## config.mk

```make
export PLATFORM = sky130hd
export DESIGN_NAME = prog_loader
export DESIGN_NICKNAME = d
export VERILOG_FILES = /design/src/rtl/sap1_pkg.sv /design/src/rtl/ram_port_mux.sv /design/src/rtl/prog_loader.sv
export SDC_FILE = /design/constraint.sdc
export NUM_CORES = 1
export LEC_CHECK = 0
export BUFFER_PORTS_ARGS = -buffer_cell sky130_fd_sc_hd__buf_2
export CAP_MARGIN = 0
export CORE_MARGIN = 2
export CORE_UTILIZATION = 51
export CTS_BUF_LIST = sky130_fd_sc_hd__clkbuf_8
export CTS_CLUSTER_SIZE = 16
export DETAILED_ROUTE_END_ITERATION = 6
export PLACE_DENSITY = 0.82
export SLEW_MARGIN = 20
export SYNTH_ARGS = -nofsm -noshare
export SYNTH_HDL_FRONTEND = slang
export SYNTH_SLANG_ARGS = --single-unit
```

## constraint.sdc

```tcl
create_clock -name clk -period 1.63 [get_ports clk]
set_input_delay 0.2445 -clock clk [delete_from_list [all_inputs] [get_ports clk]]
set_output_delay 0.2445 -clock clk [all_outputs]
set_load 0.01 [all_outputs]
```

## src/rtl/sap1_pkg.sv

```systemverilog
// SAP-1 shared definitions: RAM geometry, opcodes and
// the program loader state encoding.
package sap1_pkg;

  localparam int RAM_ADDR_W = 4;
  localparam int RAM_DATA_W = 8;
  localparam int RAM_WORDS  = 16;

  localparam logic [3:0] OP_LDA = 4'h0;
  localparam logic [3:0] OP_ADD = 4'h1;
  localparam logic [3:0] OP_SUB = 4'h2;
  localparam logic [3:0] OP_OUT = 4'hE;
  localparam logic [3:0] OP_HLT = 4'hF;

  typedef enum logic [2:0] {
    IDLE,
    CLEAR,
    LOAD,
    RELEASE,
    DONE
  } ld_state_e;

endpackage

```

## src/rtl/ram_port_mux.sv

```systemverilog
// RAM port selector: the loader owns the port while busy,
// the CPU owns it otherwise.
module ram_port_mux
  import sap1_pkg::*;
#(
  parameter int ADDR_W = RAM_ADDR_W,
  parameter int DATA_W = RAM_DATA_W
) (
  input  logic              busy,
  input  logic [ADDR_W-1:0] cpu_addr,
  input  logic [DATA_W-1:0] cpu_wdata,
  input  logic              cpu_we,
  input  logic [ADDR_W-1:0] ld_addr,
  input  logic [DATA_W-1:0] ld_wdata,
  input  logic              ld_we,
  output logic [ADDR_W-1:0] ram_addr,
  output logic [DATA_W-1:0] ram_wdata,
  output logic              ram_we
);

  assign ram_addr  = busy ? ld_addr  : cpu_addr;
  assign ram_wdata = busy ? ld_wdata : cpu_wdata;
  assign ram_we    = busy ? ld_we    : cpu_we;

endmodule

```

## src/rtl/prog_loader.sv

```systemverilog
// Boot loader: holds the CPU in reset, zero-fills RAM, streams
// a program in over valid/ready, then releases the CPU.
module prog_loader
  import sap1_pkg::*;
#(
  parameter int ADDR_W      = RAM_ADDR_W,
  parameter int DATA_W      = RAM_DATA_W,
  parameter int RELEASE_CYC = 2
) (
  input  logic              clk,
  input  logic              rst,
  input  logic              load_start,
  input  logic              in_valid,
  input  logic [DATA_W-1:0] in_data,
  input  logic              in_last,
  output logic              in_ready,
  input  logic [ADDR_W-1:0] cpu_addr,
  input  logic [DATA_W-1:0] cpu_wdata,
  input  logic              cpu_we,
  output logic [ADDR_W-1:0] ram_addr,
  output logic [DATA_W-1:0] ram_wdata,
  output logic              ram_we,
  output logic              cpu_rst,
  output logic              busy,
  output logic              done,
  output logic [ADDR_W:0]   count
);

  localparam logic [ADDR_W-1:0] PTR_MAX = '1;
  localparam logic [3:0] REL_LAST = 4'(RELEASE_CYC - 1);

  ld_state_e         state, nxt;
  logic [ADDR_W-1:0] ptr, ptr_d;
  logic [ADDR_W:0]   cnt_d;
  logic [3:0]        rel, rel_d;
  logic              ld_we;
  logic [DATA_W-1:0] ld_wdata;

  always_ff @(posedge clk or posedge rst) begin
    if (rst) begin
      state <= IDLE;
      ptr   <= '0;
      count <= '0;
      rel   <= '0;
    end else begin
      state <= nxt;
      ptr   <= ptr_d;
      count <= cnt_d;
      rel   <= rel_d;
    end
  end

  always_comb begin
    nxt      = state;
    ptr_d    = ptr;
    cnt_d    = count;
    rel_d    = rel;
    busy     = 1'b0;
    cpu_rst  = 1'b0;
    in_ready = 1'b0;
    done     = 1'b0;
    ld_we    = 1'b0;
    ld_wdata = '0;
    unique case (state)
      IDLE: begin
        if (load_start) begin
          nxt   = CLEAR;
          ptr_d = '0;
          cnt_d = '0;
        end
      end
      CLEAR: begin
        busy    = 1'b1;
        cpu_rst = 1'b1;
        ld_we   = 1'b1;
        ptr_d   = ptr + 1'b1;
        if (ptr == PTR_MAX)
          nxt = LOAD;
      end
      LOAD: begin
        busy     = 1'b1;
        cpu_rst  = 1'b1;
        in_ready = 1'b1;
        ld_we    = in_valid;
        ld_wdata = in_data;
        if (in_valid) begin
          ptr_d = ptr + 1'b1;
          cnt_d = count + 1'b1;
          // the top word is the last one the RAM can hold
          if (in_last || ptr == PTR_MAX) begin
            nxt   = RELEASE;
            rel_d = '0;
          end
        end
      end
      RELEASE: begin
        busy    = 1'b1;
        cpu_rst = 1'b1;
        rel_d   = rel + 1'b1;
        if (rel == REL_LAST)
          nxt = DONE;
      end
      DONE: begin
        done = 1'b1;
        nxt  = IDLE;
      end
      default: nxt = IDLE;
    endcase
  end

  ram_port_mux #(
    .ADDR_W (ADDR_W),
    .DATA_W (DATA_W)
  ) u_mux (
    .busy      (busy),
    .cpu_addr  (cpu_addr),
    .cpu_wdata (cpu_wdata),
    .cpu_we    (cpu_we),
    .ld_addr   (ptr),
    .ld_wdata  (ld_wdata),
    .ld_we     (ld_we),
    .ram_addr  (ram_addr),
    .ram_wdata (ram_wdata),
    .ram_we    (ram_we)
  );

endmodule
```

# Yosys cells after proc, flatten, opt, wreduce, memory -nomap -nowiden

Index checks and enable logic that the tools add are counted.

Flip-flop bits (word level): 16
Input bits: 26
Logic and storage cells: 51

Add/subtract/negate cells: 3
Eq/ne operators: 11
Muxes and demuxes: 23
Reductions and logical operators: 10

Operators with widths:

| kind                                                | number |
|---|---|
| 2-to-1 mux 4 bit                                    | 5 |
| 2-to-1 mux 8 bit                                    | 2 |
| 2-to-1 mux 3 bit                                    | 5 |
| one-hot mux 3 bit (4 select lines)                  | 1 |
| one-hot mux 4 bit (3 select lines)                  | 1 |
| 2-to-1 mux 5 bit                                    | 2 |
| != test 2 bit, second input constant                | 5 |
| one-hot mux 5 bit (2 select lines)                  | 1 |
| AND reduction 3 bit                                 | 3 |
| adder 4 x 1 -> 4 bit, second input constant         | 2 |
| one-hot mux 4 bit (2 select lines)                  | 1 |
| equality test 3 x 2 -> 1 bit, second input constant | 2 |
| adder 5 x 1 -> 5 bit, second input constant         | 1 |
| AND reduction 5 bit                                 | 1 |
| equality test 4 x 1 -> 1 bit, second input constant | 1 |
| equality test 4 bit, second input constant          | 1 |
| 2-to-1 mux 1 bit                                    | 4 |
| nonzero test 2 bit                                  | 2 |
| equality test 3 x 1 -> 1 bit, second input constant | 1 |
| equality test 3 bit, second input constant          | 1 |
| logical NOT 3 bit                                   | 1 |
| nonzero test 3 bit                                  | 1 |
| OR reduction 3 bit                                  | 1 |
| one-hot mux 1 bit (2 select lines)                  | 1 |
| logical OR 1 bit                                    | 1 |

# Longest topological paths before layout

Gate-level depths: netlist of the first run.

Depth after elaboration: 5
Mapped depth: 5
Gate-level depth less buffers: 4

# Modules after synthesis

From an unflattened synthesis of the first run, not the netlist that was laid out.

Cells, all modules: 128
Area, all modules: 1203.7 µm²

Modules (own cells, without submodules):

| module       | instances | cells each | area an instance (µm²) | sequential area each (µm²) |
|---|---|---|---|---|
| prog_loader  | 1         | 114        | 1008.5                 | 400.4 |
| ram_port_mux | 1         | 14         | 195.2                  | 0.0 |

# Worst setup path after synthesis of the first run

OpenSTA, ideal clock, no wires.

Path kind: reg-to-output
Start: reg state[1]
End: out ram_wdata[0]
Arrival: 1.285 ns
Required time: 1.385 ns
Slack: 0.101 ns
Stages on the path, launching flop included: 6
Buffers on the path: 2
Cells stage by stage: dfrtp_1 > buf_2 > inv_1 > clkbuf_1 > a22oi_1 > o21ai_0

Longest elaborated chain between the ends: 4

RTL lines:

| what                                                                         | line               | text |
|---|---|---|
| from (decl)                                                                  | prog_loader.sv:32  | `ld_state_e state, nxt;` |
| from (signal assigned)                                                       | prog_loader.sv:46  | `state <= nxt;` |
| equality test 3 x 2 -> 1 bit or equality test 3 x 1 -> 1 bit (tied branches) | prog_loader.sv:64  | `unique case (state)` |
| OR reduction 3 bit (no source line)                                          | -                  |  |
| 2-to-1 mux 1 bit                                                             | prog_loader.sv:64  |  |
| 2-to-1 mux 8 bit (*)                                                         | ram_port_mux.sv:22 | `assign ram_wdata = busy ? ld_wdata : cpu_wdata;` |
| to (decl)                                                                    | prog_loader.sv:21  | `output logic [DATA_W-1:0] ram_wdata,` |

Mark *: on every way between the ends. The rest lies on a longest branch, timed or not.

# Worst setup path after layout of the first run

Start: reg state[1]
End: out ram_addr[0]

Longest elaborated chain between the ends: 4

RTL lines:

| what                                                                         | line               | text |
|---|---|---|
| equality test 3 x 2 -> 1 bit or equality test 3 x 1 -> 1 bit (tied branches) | prog_loader.sv:64  |  |
| OR reduction 3 bit (no source line) (*)                                      | -                  |  |
| 2-to-1 mux 1 bit (*)                                                         | prog_loader.sv:64  |  |
| 2-to-1 mux 4 bit (*)                                                         | ram_port_mux.sv:21 | `assign ram_addr = busy ? ld_addr : cpu_addr;` |
| to (decl)                                                                    | prog_loader.sv:20  | `output logic [ADDR_W-1:0] ram_addr,` |

Marks and branches as above.

==> results of run 1 <==
-- state kept, by name (all words and copies together), names as in the netlist --
register  flops
count         5
ptr           4
rel           4
state         3
-- stage by stage --
step                      cell area, um^2  std cells  worst slack (ns)
after floorplan                      1290        152             0.101
after global routing                 1800        238           -0.0994
after global placement               1580        227             0.144
final                                1800        238           -0.0600
after CTS                            1700        236           -0.0220
after detailed placement             1580        227            0.0973
-- metal layers --
| layer | up-vias | global-route usage |
|---|---|---|
| met4 | 0 | 0.150 |
| li1 | 674 | - |
| met2 | 56 | 0.426 |
| met1 | 701 | 0.336 |
| met5 | - | 0 |
| met3 | 15 | 0.0464 |
-- kinds of logic after synthesis --
| logic type | count (synthesis) |
|---|---|
| mux | 10 |
| fa+ha+maj | 4 |
| simple gates | 52 |
| compound gates | 49 |
| flops | 16 |
| buf+inv | 21 |
-- power groups by stage --
stage / Combinational [mW] / Clock [mW] / Sequential, mW
2_1_floorplan: 1.28 / 0 / 0.657
3_3_place_gp: 1.75 / 0 / 0.676
3_5_place_dp: 1.82 / 0 / 0.689
4_1_cts: 2.01 / 0.354 / 0.684
5_1_grt: 2.54 / 0.387 / 0.728
6_report: 2.32 / 0.356 / 0.709
-- synth_stat cells (2+ instances only) --
library cell	n	share of area
a211oi_1	3	0.017
a21oi_1	5	0.019
a22oi_1	8	0.047
a31oi_1	4	0.019
and2_0	2	0.0097
buf_2	6	0.023
buf_6	2	0.017
clkbuf_1	3	0.0087
dfrtp_1	16	0.31
ha_1	4	0.039
inv_1	9	0.026
mux2_2	4	0.035
mux2i_1	6	0.047
nand2_1	15	0.044
nand2b_1	2	0.0097
nand2b_2	2	0.014
nand3_1	3	0.012
nand3b_1	2	0.012
nand4_1	2	0.0097
nor2_1	5	0.015
nor2b_1	3	0.015
nor3b_1	3	0.017
o21ai_0	16	0.062
o221ai_1	2	0.014
o311ai_0	2	0.014
-- worst max-delay path by stage --
stage                   end      from
6_report        ram_addr[0]  state[1]
5_1_grt         ram_addr[0]  state[1]
4_1_cts         ram_addr[3]  state[1]
3_5_place_dp    ram_addr[0]  state[1]
3_3_place_gp         ptr[2]  state[1]
2_1_floorplan  ram_wdata[0]  state[1]
-- layout make-up --
cell class,instances,area [um^2]
Clock buffer,4,55.1
Inverter,9,33.8
Sequential cell,16,403
Tap cell,30,37.5
Multi-Input combinational cell,117,878
Fill cell,171,629
Timing Repair Buffer,62,395
-- repair_timing --
| item | in CTS | in global routing |
|---|---|---|
| buffers inserted | 4 | 1 |
| gates resized for setup | 15 | 20 |
| setup endpoints to repair | 13 | 21 |
| cloned | 1 | 1 |
| pin swaps | 1 | 5 |
| hold buffers | 0 | 0 |
==> impl_metrics.env, run 1 <==
export IMPL_status="complete, but fails checks"
export IMPL_failed_checks="negative setup slack"
export IMPL_r2r_end="ptr[2]"
export IMPL_area_growth_pct=39.8
export IMPL_cp_cell_sequence="nor2_4, nor2_4, mux2_4, buf_6"
export IMPL_final_cell_mix="42 x buf_2, 14 x dfrtp_1, 13 x nand2_1, 13 x buf_4, 11 x o21ai_0"
export IMPL_crit_top_cell="nor2_4"
export IMPL_layout_drive_gt1_share=0.442
export IMPL_die_w_um=54.3
export IMPL_ys_seq_area_frac=0.310
export IMPL_hold_viol=0
export IMPL_syn_area_mm2=0.00129
export IMPL_gp_congestion=0.815
export IMPL_cap_violations=0
export IMPL_yosys_warnings=0
export IMPL_ys_types=48
export IMPL_crit_reg2reg_launch="state[1]"
export IMPL_intPower_mw=1.93
export IMPL_viasPerCell=6.08
export IMPL_drc=0
export IMPL_grt_overflow_total=0
export IMPL_pin_count=48
export IMPL_tightest_slew_ns=0.618
export IMPL_total_power_mw=3.38
export IMPL_rsz0062_at_grt="yes"
export IMPL_nets=239
export IMPL_p_clk_frac=0.105
export IMPL_synth_fa_ha_area_frac=0.0388
export IMPL_crit_path_max_incr_delay_ns=0.45
export IMPL_vias=1446
export IMPL_syn_avg_cell_area_um2=8.49
export IMPL_synth_xor_area_frac=0
export IMPL_synth_nets=182
export IMPL_final_core_util=0.741
export IMPL_insertedDiodeCount=0
export IMPL_reg2reg_slack_ns=-0.01
export IMPL_finalWorstPathRequiredPeriod_ns=1.69
export IMPL_wl_met2_um=2070
export IMPL_h_tree_depth=1
export IMPL_ys_flop_type="dfrtp_1"
export IMPL_highest_layer="met4"
export IMPL_maxSlewViolCount=0
export IMPL_cp_slowest_cell="dfrtp_2"
export IMPL_dieArea_mm2=0.00295
export IMPL_cp_max_fo=7
export IMPL_max_freq_ghz=0.592
export IMPL_period_share=1.04
export IMPL_synth_top_family_by_area="compound AO/OA/AOI/OAI gates"
export IMPL_wl_per_cell_um=16.5
export IMPL_grt_pass1_wl_um=5660
export IMPL_antenna_found_initial=0
export IMPL_grt_pass1_vias=1275
export IMPL_routed_wl_um=3920
export IMPL_setup_viol=13
export IMPL_cp_num_cells=4
export IMPL_synth_mux_area_frac=0.0815
export IMPL_clk_pin_slew_ns=0.07
export IMPL_hp_class="input port to asynchronous set/reset pin"
export IMPL_rows=18
export IMPL_critPathTopFamily="flip-flops"
export IMPL_drtIter0Drc=40
export IMPL_clock_sinks=16
export IMPL_floorplan_core_area_mm2=0.00243
export IMPL_detailedRoute_firstPassIterationCount=4
export IMPL_seq_power_share=0.210
export IMPL_worst_slack_ns=-0.0600
export IMPL_place_hpwl_um=2530
export IMPL_start_util=0.530
export IMPL_ys_ff_latch=16
export IMPL_clkLatencyLatePin_ns=0.25
export IMPL_layout_commonest_cell="buf_2"
export IMPL_cts_tree="yes"
export IMPL_cp_end_kind="output pin"
export IMPL_relSlewSlack=0.587
export IMPL_power_density_mw_per_mm2=1880
export IMPL_ant_nets=0
export IMPL_track_usage=0.266
export IMPL_combPwrFrac=0.685
export IMPL_yosys_area_share_simple=0.240
export IMPL_worstPathArrival_ns=1.45
export IMPL_grt_max_degree=19
export IMPL_ctsLongestPathBuffers=2
export IMPL_synth_async_reset_ratio=1.00
export IMPL_r2r_cells=5
export IMPL_synth_edff_count=0
export IMPL_drt_met1_wl_um=1540
export IMPL_wl_met3_um=187
export IMPL_syn_inst=152
export IMPL_io_buffers=47
export IMPL_p_sw_mw=1.45
export IMPL_peakVddDrop_uv=1280
export IMPL_ctsRootBufferMaster="clkbuf_8"
export IMPL_criticalPathCategory="register to output pin"
export IMPL_synth_compound_area_share=0.248
export IMPL_die_h_um=54.3
export IMPL_cp_num_buf_inv=1
export IMPL_fin_hold_ws_ns=0.0588
export IMPL_cts_buffers=3
export IMPL_start_kind="register"
export IMPL_setup_tns_ns=-0.427
export IMPL_p_sw_frac=0.429
export IMPL_p_leak_nw=0.868
export IMPL_final_setup_skew_ns=0.00532
export IMPL_critical_path_required_ns=1.39
Power figures use the tool's default switching activity.
==> run 2, diff against run 1 <==
--- a/config.mk
+++ b/config.mk
@@ -8,7 +8,7 @@
 export BUFFER_PORTS_ARGS = -buffer_cell sky130_fd_sc_hd__buf_2
 export CAP_MARGIN = 0
 export CORE_MARGIN = 2
-export CORE_UTILIZATION = 51
+export CORE_UTILIZATION = 50
 export CTS_BUF_LIST = sky130_fd_sc_hd__clkbuf_8
 export CTS_CLUSTER_SIZE = 16
 export DETAILED_ROUTE_END_ITERATION = 6
@@ -16,4 +16,5 @@
 export SLEW_MARGIN = 20
 export SYNTH_ARGS = -nofsm -noshare
 export SYNTH_HDL_FRONTEND = slang
+export SYNTH_HIERARCHICAL = 1
 export SYNTH_SLANG_ARGS = --single-unit
==> run 2 against run 1 <==
Compared with the run above:
- non-clock buffer count increased by 2
- combinational power decreased by 20%
- the flow still finishes with violations (negative setup slack)
- largest power group unchanged
- synthesized area decreased by 6.7%
- clock skew decreased by 0.0024 ns
- first-iteration DRC count decreased by 40%
- critical path depth increased by 1
- sequential cell count unchanged
==> impl_metrics.env, run 2 <==
export IMPL_insertedDiodeCount=0
export IMPL_synth_edff_count=0
export IMPL_peakVddDrop_uv=1420
export IMPL_syn_avg_cell_area_um2=9.40
export IMPL_fin_hold_ws_ns=0.0620
export IMPL_dieArea_mm2=0.00282
export IMPL_rsz0062_at_grt="yes"
export IMPL_relSlewSlack=0.582
export IMPL_synth_nets=158
export IMPL_tightest_slew_ns=0.626
export IMPL_start_kind="register"
export IMPL_ys_ff_latch=16
export IMPL_layout_commonest_cell="buf_2"
export IMPL_pin_count=48
export IMPL_setup_viol=14
export IMPL_r2r_end="state[0]"
export IMPL_die_h_um=53.1
export IMPL_cap_violations=0
export IMPL_ctsRootBufferMaster="clkbuf_8"
export IMPL_grt_pass1_wl_um=5780
export IMPL_placedCellCount=207
export IMPL_cp_max_fo=6
export IMPL_grt_pass1_vias=1220
export IMPL_rows=17
export IMPL_nets=221
export IMPL_final_cell_mix="33 x buf_2, 16 x dfrtp_1, 15 x buf_6, 14 x mux2_4, 13 x buf_4"
export IMPL_critical_path_required_ns=1.39
export IMPL_cts_tree="yes"
export IMPL_status="complete, but fails checks"
export IMPL_detailedRoute_firstPassIterationCount=4
export IMPL_synth_largest_area_cell="dfrtp_1"
export IMPL_period_share=1.16
export IMPL_gp_congestion=0.784
export IMPL_yosys_warnings=6
export IMPL_finalWorstPathRequiredPeriod_ns=1.89
export IMPL_clk_pin_slew_ns=0.06
export IMPL_h_tree_depth=1
export IMPL_final_setup_skew_ns=0.00291
export IMPL_clock_sinks=16
export IMPL_ys_seq_area_frac=0.333
export IMPL_grt_overflow_total=0
export IMPL_ys_flop_type="dfrtp_1"
export IMPL_power_density_mw_per_mm2=1550
export IMPL_area_growth_pct=52.4
export IMPL_crit_reg2reg_launch="state[1]"
export IMPL_cts_buffers=3
export IMPL_grt_max_degree=17
export IMPL_hold_viol=0
export IMPL_synth_common_cells="16 x dfrtp_1, 13 x o21ai_1, 12 x nand2_1"
export IMPL_synth_async_reset_ratio=1.00
export IMPL_io_buffers=47
export IMPL_reg2reg_slack_ns=0.02
export IMPL_start_util=0.534
export IMPL_syn_area_mm2=0.00120
export IMPL_vias=1251
export IMPL_largest_reg_flops=5
export IMPL_drtIter0Drc=24
export IMPL_synth_area_top_cells="dfrtp_1 33%, mux2_4 12%, o21ai_1 5.4%"
export IMPL_worstPathArrival_ns=1.64
export IMPL_p_leak_nw=0.957
export IMPL_wl_per_cell_um=17.3
export IMPL_ys_types=39
export IMPL_clkLatencyLatePin_ns=0.26
export IMPL_largest_register="count"
export IMPL_syn_inst=128
export IMPL_routed_wl_um=3780
export IMPL_floorplan_core_area_mm2=0.00225
export IMPL_stdcell_count=218
export IMPL_top_regs="count x5, ptr x4, rel x4"
export IMPL_drc=0
export IMPL_hp_class="input port to asynchronous set/reset pin"
export IMPL_viasPerCell=5.74
export IMPL_criticalPathCategory="register to output pin"
export IMPL_die_w_um=53.1
export IMPL_antenna_found_initial=0
export IMPL_ant_nets=0
export IMPL_max_freq_ghz=0.530
export IMPL_pre_cts_ws_ns=0.0435
export IMPL_yosysMostFrequentCell="dfrtp_1"
export IMPL_ctsLongestPathBuffers=2
export IMPL_cp_end_kind="output pin"
export IMPL_failed_checks="negative setup slack"
export IMPL_place_hpwl_um=2340
export IMPL_final_core_util=0.814
export IMPL_track_usage=0.298
export IMPL_layout_drive_gt1_share=0.553
export IMPL_worst_slack_ns=-0.257
export IMPL_maxSlewViolCount=0
export IMPL_synth_top_area_share=0.333
export IMPL_r2r_cells=5
run 2: cells by family after synthesis:
logic type	count (synthesis)	synth area share
AO/OA/AOI/OAI	29	0.160
adder cells (fa/ha/maj)	6	0.0582
buffers and inverters	13	0.0624
AND/OR/NAND/NOR	48	0.208
flip-flops	16	0.333
multiplexers	16	0.179
run 2: critical path, stage by stage, from the launching register on:
cell	delay, ns
dfrtp_1	0.43
or3b_4	0.45
inv_4	0.11
and2_1	0.15
mux2_4	0.15
buf_6	0.09
run 2: where the power goes:
part / switching [mW] / leakage (nW) / internal, mW
Combinational: 0.806 / 0.727 / 1.04
Clock: 0.144 / 0.0288 / 0.215
Sequential: 0.126 / 0.200 / 0.511
run 2: layout make-up:
type,count,area [um^2]
multi-input cells,99,820
repair buffers,64,492
flip-flops and latches,16,400
well taps,28,35.0
fillers,145,420
inverters,6,25.0
repair inverters,1,7.51
clock buffers,4,55.1
run 2: how the worst max path moves through the flow:
| stage | endpoint | startpoint |
|---|---|---|
| after floorplan | ram_wdata[5] | state[2] |
| after global placement | ram_we | state[2] |
| after detailed placement | ram_we | state[0] |
| after CTS | ram_wdata[1] | state[1] |
| after global routing | ram_wdata[2] | state[1] |
| final | ram_wdata[5] | state[1] |
run 2: per-layer routing:
layer,part of all wire,vias to the layer above,track usage
li1,-,582,-
met1,0.36,610,0.316
met2,0.55,45,0.558
met3,0.044,14,0.0508
met4,0.047,0,0.150
met5,0,-,0
run 2: repair_timing:
item                       in CTS  in global routing
gates cloned                    1                  0
buffers inserted                7                  2
resized for setup              22                 20
setup endpoints to repair      13                 25
pin swaps                       7                  3
hold buffers                    0                  0
run 2: through the flow:
stage | power (mW) | cell area, um^2 | setup TNS, ns
after global placement | 1.95 | 1540 | 0
final | 2.85 | 1830 | -3.03
after CTS | 2.68 | 1770 | -2.18
after detailed placement | 2.02 | 1540 | 0
after floorplan | 1.61 | 1230 | 0
after global routing | 3.03 | 1830 | -3.48
==> run 3, diff against run 2 <==
--- a/config.mk
+++ b/config.mk
@@ -8,11 +8,12 @@
 export BUFFER_PORTS_ARGS = -buffer_cell sky130_fd_sc_hd__buf_2
 export CAP_MARGIN = 0
 export CORE_MARGIN = 2
-export CORE_UTILIZATION = 50
+export CORE_UTILIZATION = 45
 export CTS_BUF_LIST = sky130_fd_sc_hd__clkbuf_8
 export CTS_CLUSTER_SIZE = 16
 export DETAILED_ROUTE_END_ITERATION = 6
-export PLACE_DENSITY = 0.82
+export PLACE_DENSITY = 0.78
+export SKIP_CTS_REPAIR_TIMING = 1
 export SLEW_MARGIN = 20
 export SYNTH_ARGS = -nofsm -noshare
 export SYNTH_HDL_FRONTEND = slang
==> constraint.sdc (replaced) <==
create_clock -name clk -period 1.7 [get_ports clk]
set_input_delay 0.255 -clock clk [delete_from_list [all_inputs] [get_ports clk]]
set_output_delay 0.255 -clock clk [all_outputs]
set_load 0.01 [all_outputs]
==> run 3 against run 2 <==
Compared with the run above:
- the flow still finishes with violations (negative setup slack)
- clock skew grew 0.0037 ns
- combinational power shrank 13%
- register-to-register slack gained 0.07 ns
- clock power shrank 3%
- largest power group unchanged
==> impl_metrics.env, run 3 (synthesis gave the netlist of run 2 again) <==
export IMPL_status="complete, but fails checks"
export IMPL_failed_checks="negative setup slack"
export IMPL_p_clk_frac=0.135
export IMPL_layout_drive_gt1_share=0.487
export IMPL_grt_pass1_wl_um=4920
export IMPL_pin_count=48
export IMPL_viasPerCell=5.50
export IMPL_n_fill_cell=186
export IMPL_peakVddDrop_uv=981
export IMPL_area_growth_pct=43.5
export IMPL_vias=1193
export IMPL_die_h_um=55.7
export IMPL_clk_pin_slew_ns=0.07
export IMPL_intPower_mw=1.62
export IMPL_insertedDiodeCount=0
export IMPL_largest_register="count"
export IMPL_h_tree_depth=1
export IMPL_critPathTopFamily="simple AND/OR/NAND/NOR gates"
export IMPL_tightest_slew_ns=0.656
export IMPL_final_cell_mix="37 x buf_2, 16 x dfrtp_1, 13 x o21ai_1, 13 x buf_6, 12 x nand2_1"
export IMPL_routed_wl_um=3380
export IMPL_placedCellCount=206
export IMPL_nets=218
export IMPL_cap_violations=0
export IMPL_rsz0062_at_grt="yes"
export IMPL_largest_reg_flops=5
export IMPL_criticalPathCategory="register to output pin"
export IMPL_rows=18
export IMPL_max_freq_ghz=0.527
export IMPL_total_power_mw=2.58
export IMPL_combPwrFrac=0.624
export IMPL_detailedRoute_firstPassIterationCount=4
export IMPL_clkLatencyLatePin_ns=0.26
export IMPL_cp_max_fo=5
export IMPL_crit_start="state[0]"
export IMPL_grt_max_degree=17
export IMPL_place_hpwl_um=2230
export IMPL_p_sw_frac=0.370
export IMPL_top_regs="count x5, ptr x4, rel x4"
export IMPL_start_util=0.481
export IMPL_floorplan_core_area_mm2=0.00250
export IMPL_hp_class="input port to asynchronous set/reset pin"
export IMPL_crit_path_max_incr_delay_ns=0.45
export IMPL_hold_viol=0
export IMPL_worstPathArrival_ns=1.64
export IMPL_grt_pass1_vias=1107
export IMPL_period_share=1.12
export IMPL_cp_num_cells=5
export IMPL_crit_reg2reg_launch="state[0]"
export IMPL_ctsLongestPathBuffers=2
export IMPL_cp_end_kind="output pin"
export IMPL_die_w_um=55.7
export IMPL_antenna_found_initial=0
export IMPL_layout_commonest_cell="buf_2"
export IMPL_worst_slack_ns=-0.196
export IMPL_finalWorstPathRequiredPeriod_ns=1.90
export IMPL_gp_congestion=0.772
export IMPL_ctsRootBufferMaster="clkbuf_8"
export IMPL_reg2reg_slack_ns=0.09
export IMPL_cp_num_buf_inv=2
export IMPL_r2r_end="state[0]"
export IMPL_power_density_mw_per_mm2=1490
export IMPL_drc=0
export IMPL_drtIter0Drc=31
export IMPL_dieArea_mm2=0.00310
export IMPL_p_leak_nw=0.908
export IMPL_setup_viol=13
export IMPL_r2r_cells=5
export IMPL_cts_buffers=3
export IMPL_endpoint="ram_wdata[3]"
export IMPL_cp_slowest_cell="or3b_4"
export IMPL_relSlewSlack=0.562
export IMPL_clock_sinks=16
export IMPL_final_core_util=0.691
export IMPL_p_sw_uw=953
export IMPL_cp_cell_sequence="or3b_4, clkinv_2, and2_1, mux2_4, buf_2"
export IMPL_start_kind="register"
export IMPL_ant_nets=0
export IMPL_maxSlewViolCount=0
export IMPL_stdcell_count=217
export IMPL_fin_hold_ws_ns=0.0759
export IMPL_grt_overflow_total=0
export IMPL_wl_per_cell_um=15.6
export IMPL_critical_path_required_ns=1.44
export IMPL_seq_power_share=0.241
export IMPL_io_buffers=47
export IMPL_track_usage=0.196
export IMPL_final_setup_skew_ns=0.00658
export IMPL_cts_tree="yes"
## run 3: cell count changes in the layout (fill, tap and decap cells not counted), sizes merged
| cell | change |
|---|---|
| clkbuf | +1 |
| inv | -1 |
| clkinvlp | -1 |
| buf | -4 |
| clkinv | +2 |
## run 3: metal layers
layer  GRT usage  up-vias  share of wire
li1            -      575              -
met5           0        -              0
met1       0.230      566           0.40
met4      0.0523        0          0.017
met3      0.0628        8          0.062
met2       0.344       44           0.52
## run 3: layout make-up
type,count,area (um^2),share of cell area
multi-input combinational,99,757,0.438
timing repair buffer,61,444,0.257
sequential,16,400,0.232
clock buffer,4,55.1,0.0319
tap,30,37.5,0.0217
inverter,6,27.5,0.0159
timing repair inverter,1,5.00,0.00290
## run 3: through the flow
step	cell area, um^2	TNS [ns]	worst slack [ns]
after floorplan	1210	0	0.0302
after global placement	1500	0	0.113
after detailed placement	1500	0	0.0636
after CTS	1560	-2.20	-0.224
after global routing	1730	-2.79	-0.249
final	1730	-2.11	-0.196
## run 3: power by group through the flow
stage	clock (mW)	combinational (mW)	sequential, mW
finish	0.348	1.61	0.621
global route	0.383	1.73	0.632
CTS	0.357	1.28	0.611
detailed placement	0	1.28	0.618
global placement	0	1.24	0.602
floorplan	0	0.925	0.592
## run 3: how the worst min path moves through the flow
stage,startpoint,end,depth (start not counted)
floorplan,rst,count[0],1
global placement,rst,rel[2],2
detailed placement,rst,rel[0],2
CTS,rst,rel[0],2
global route,rst,count[2],2
finish,rst,count[0],2
## run 3: worst register-to-register path: cells and delay by family (launching register included)
kind / cells / cell delay [ns]
simple gates: 4 / 0.90
buf+inv: 1 / 0.16
flops: 1 / 0.43
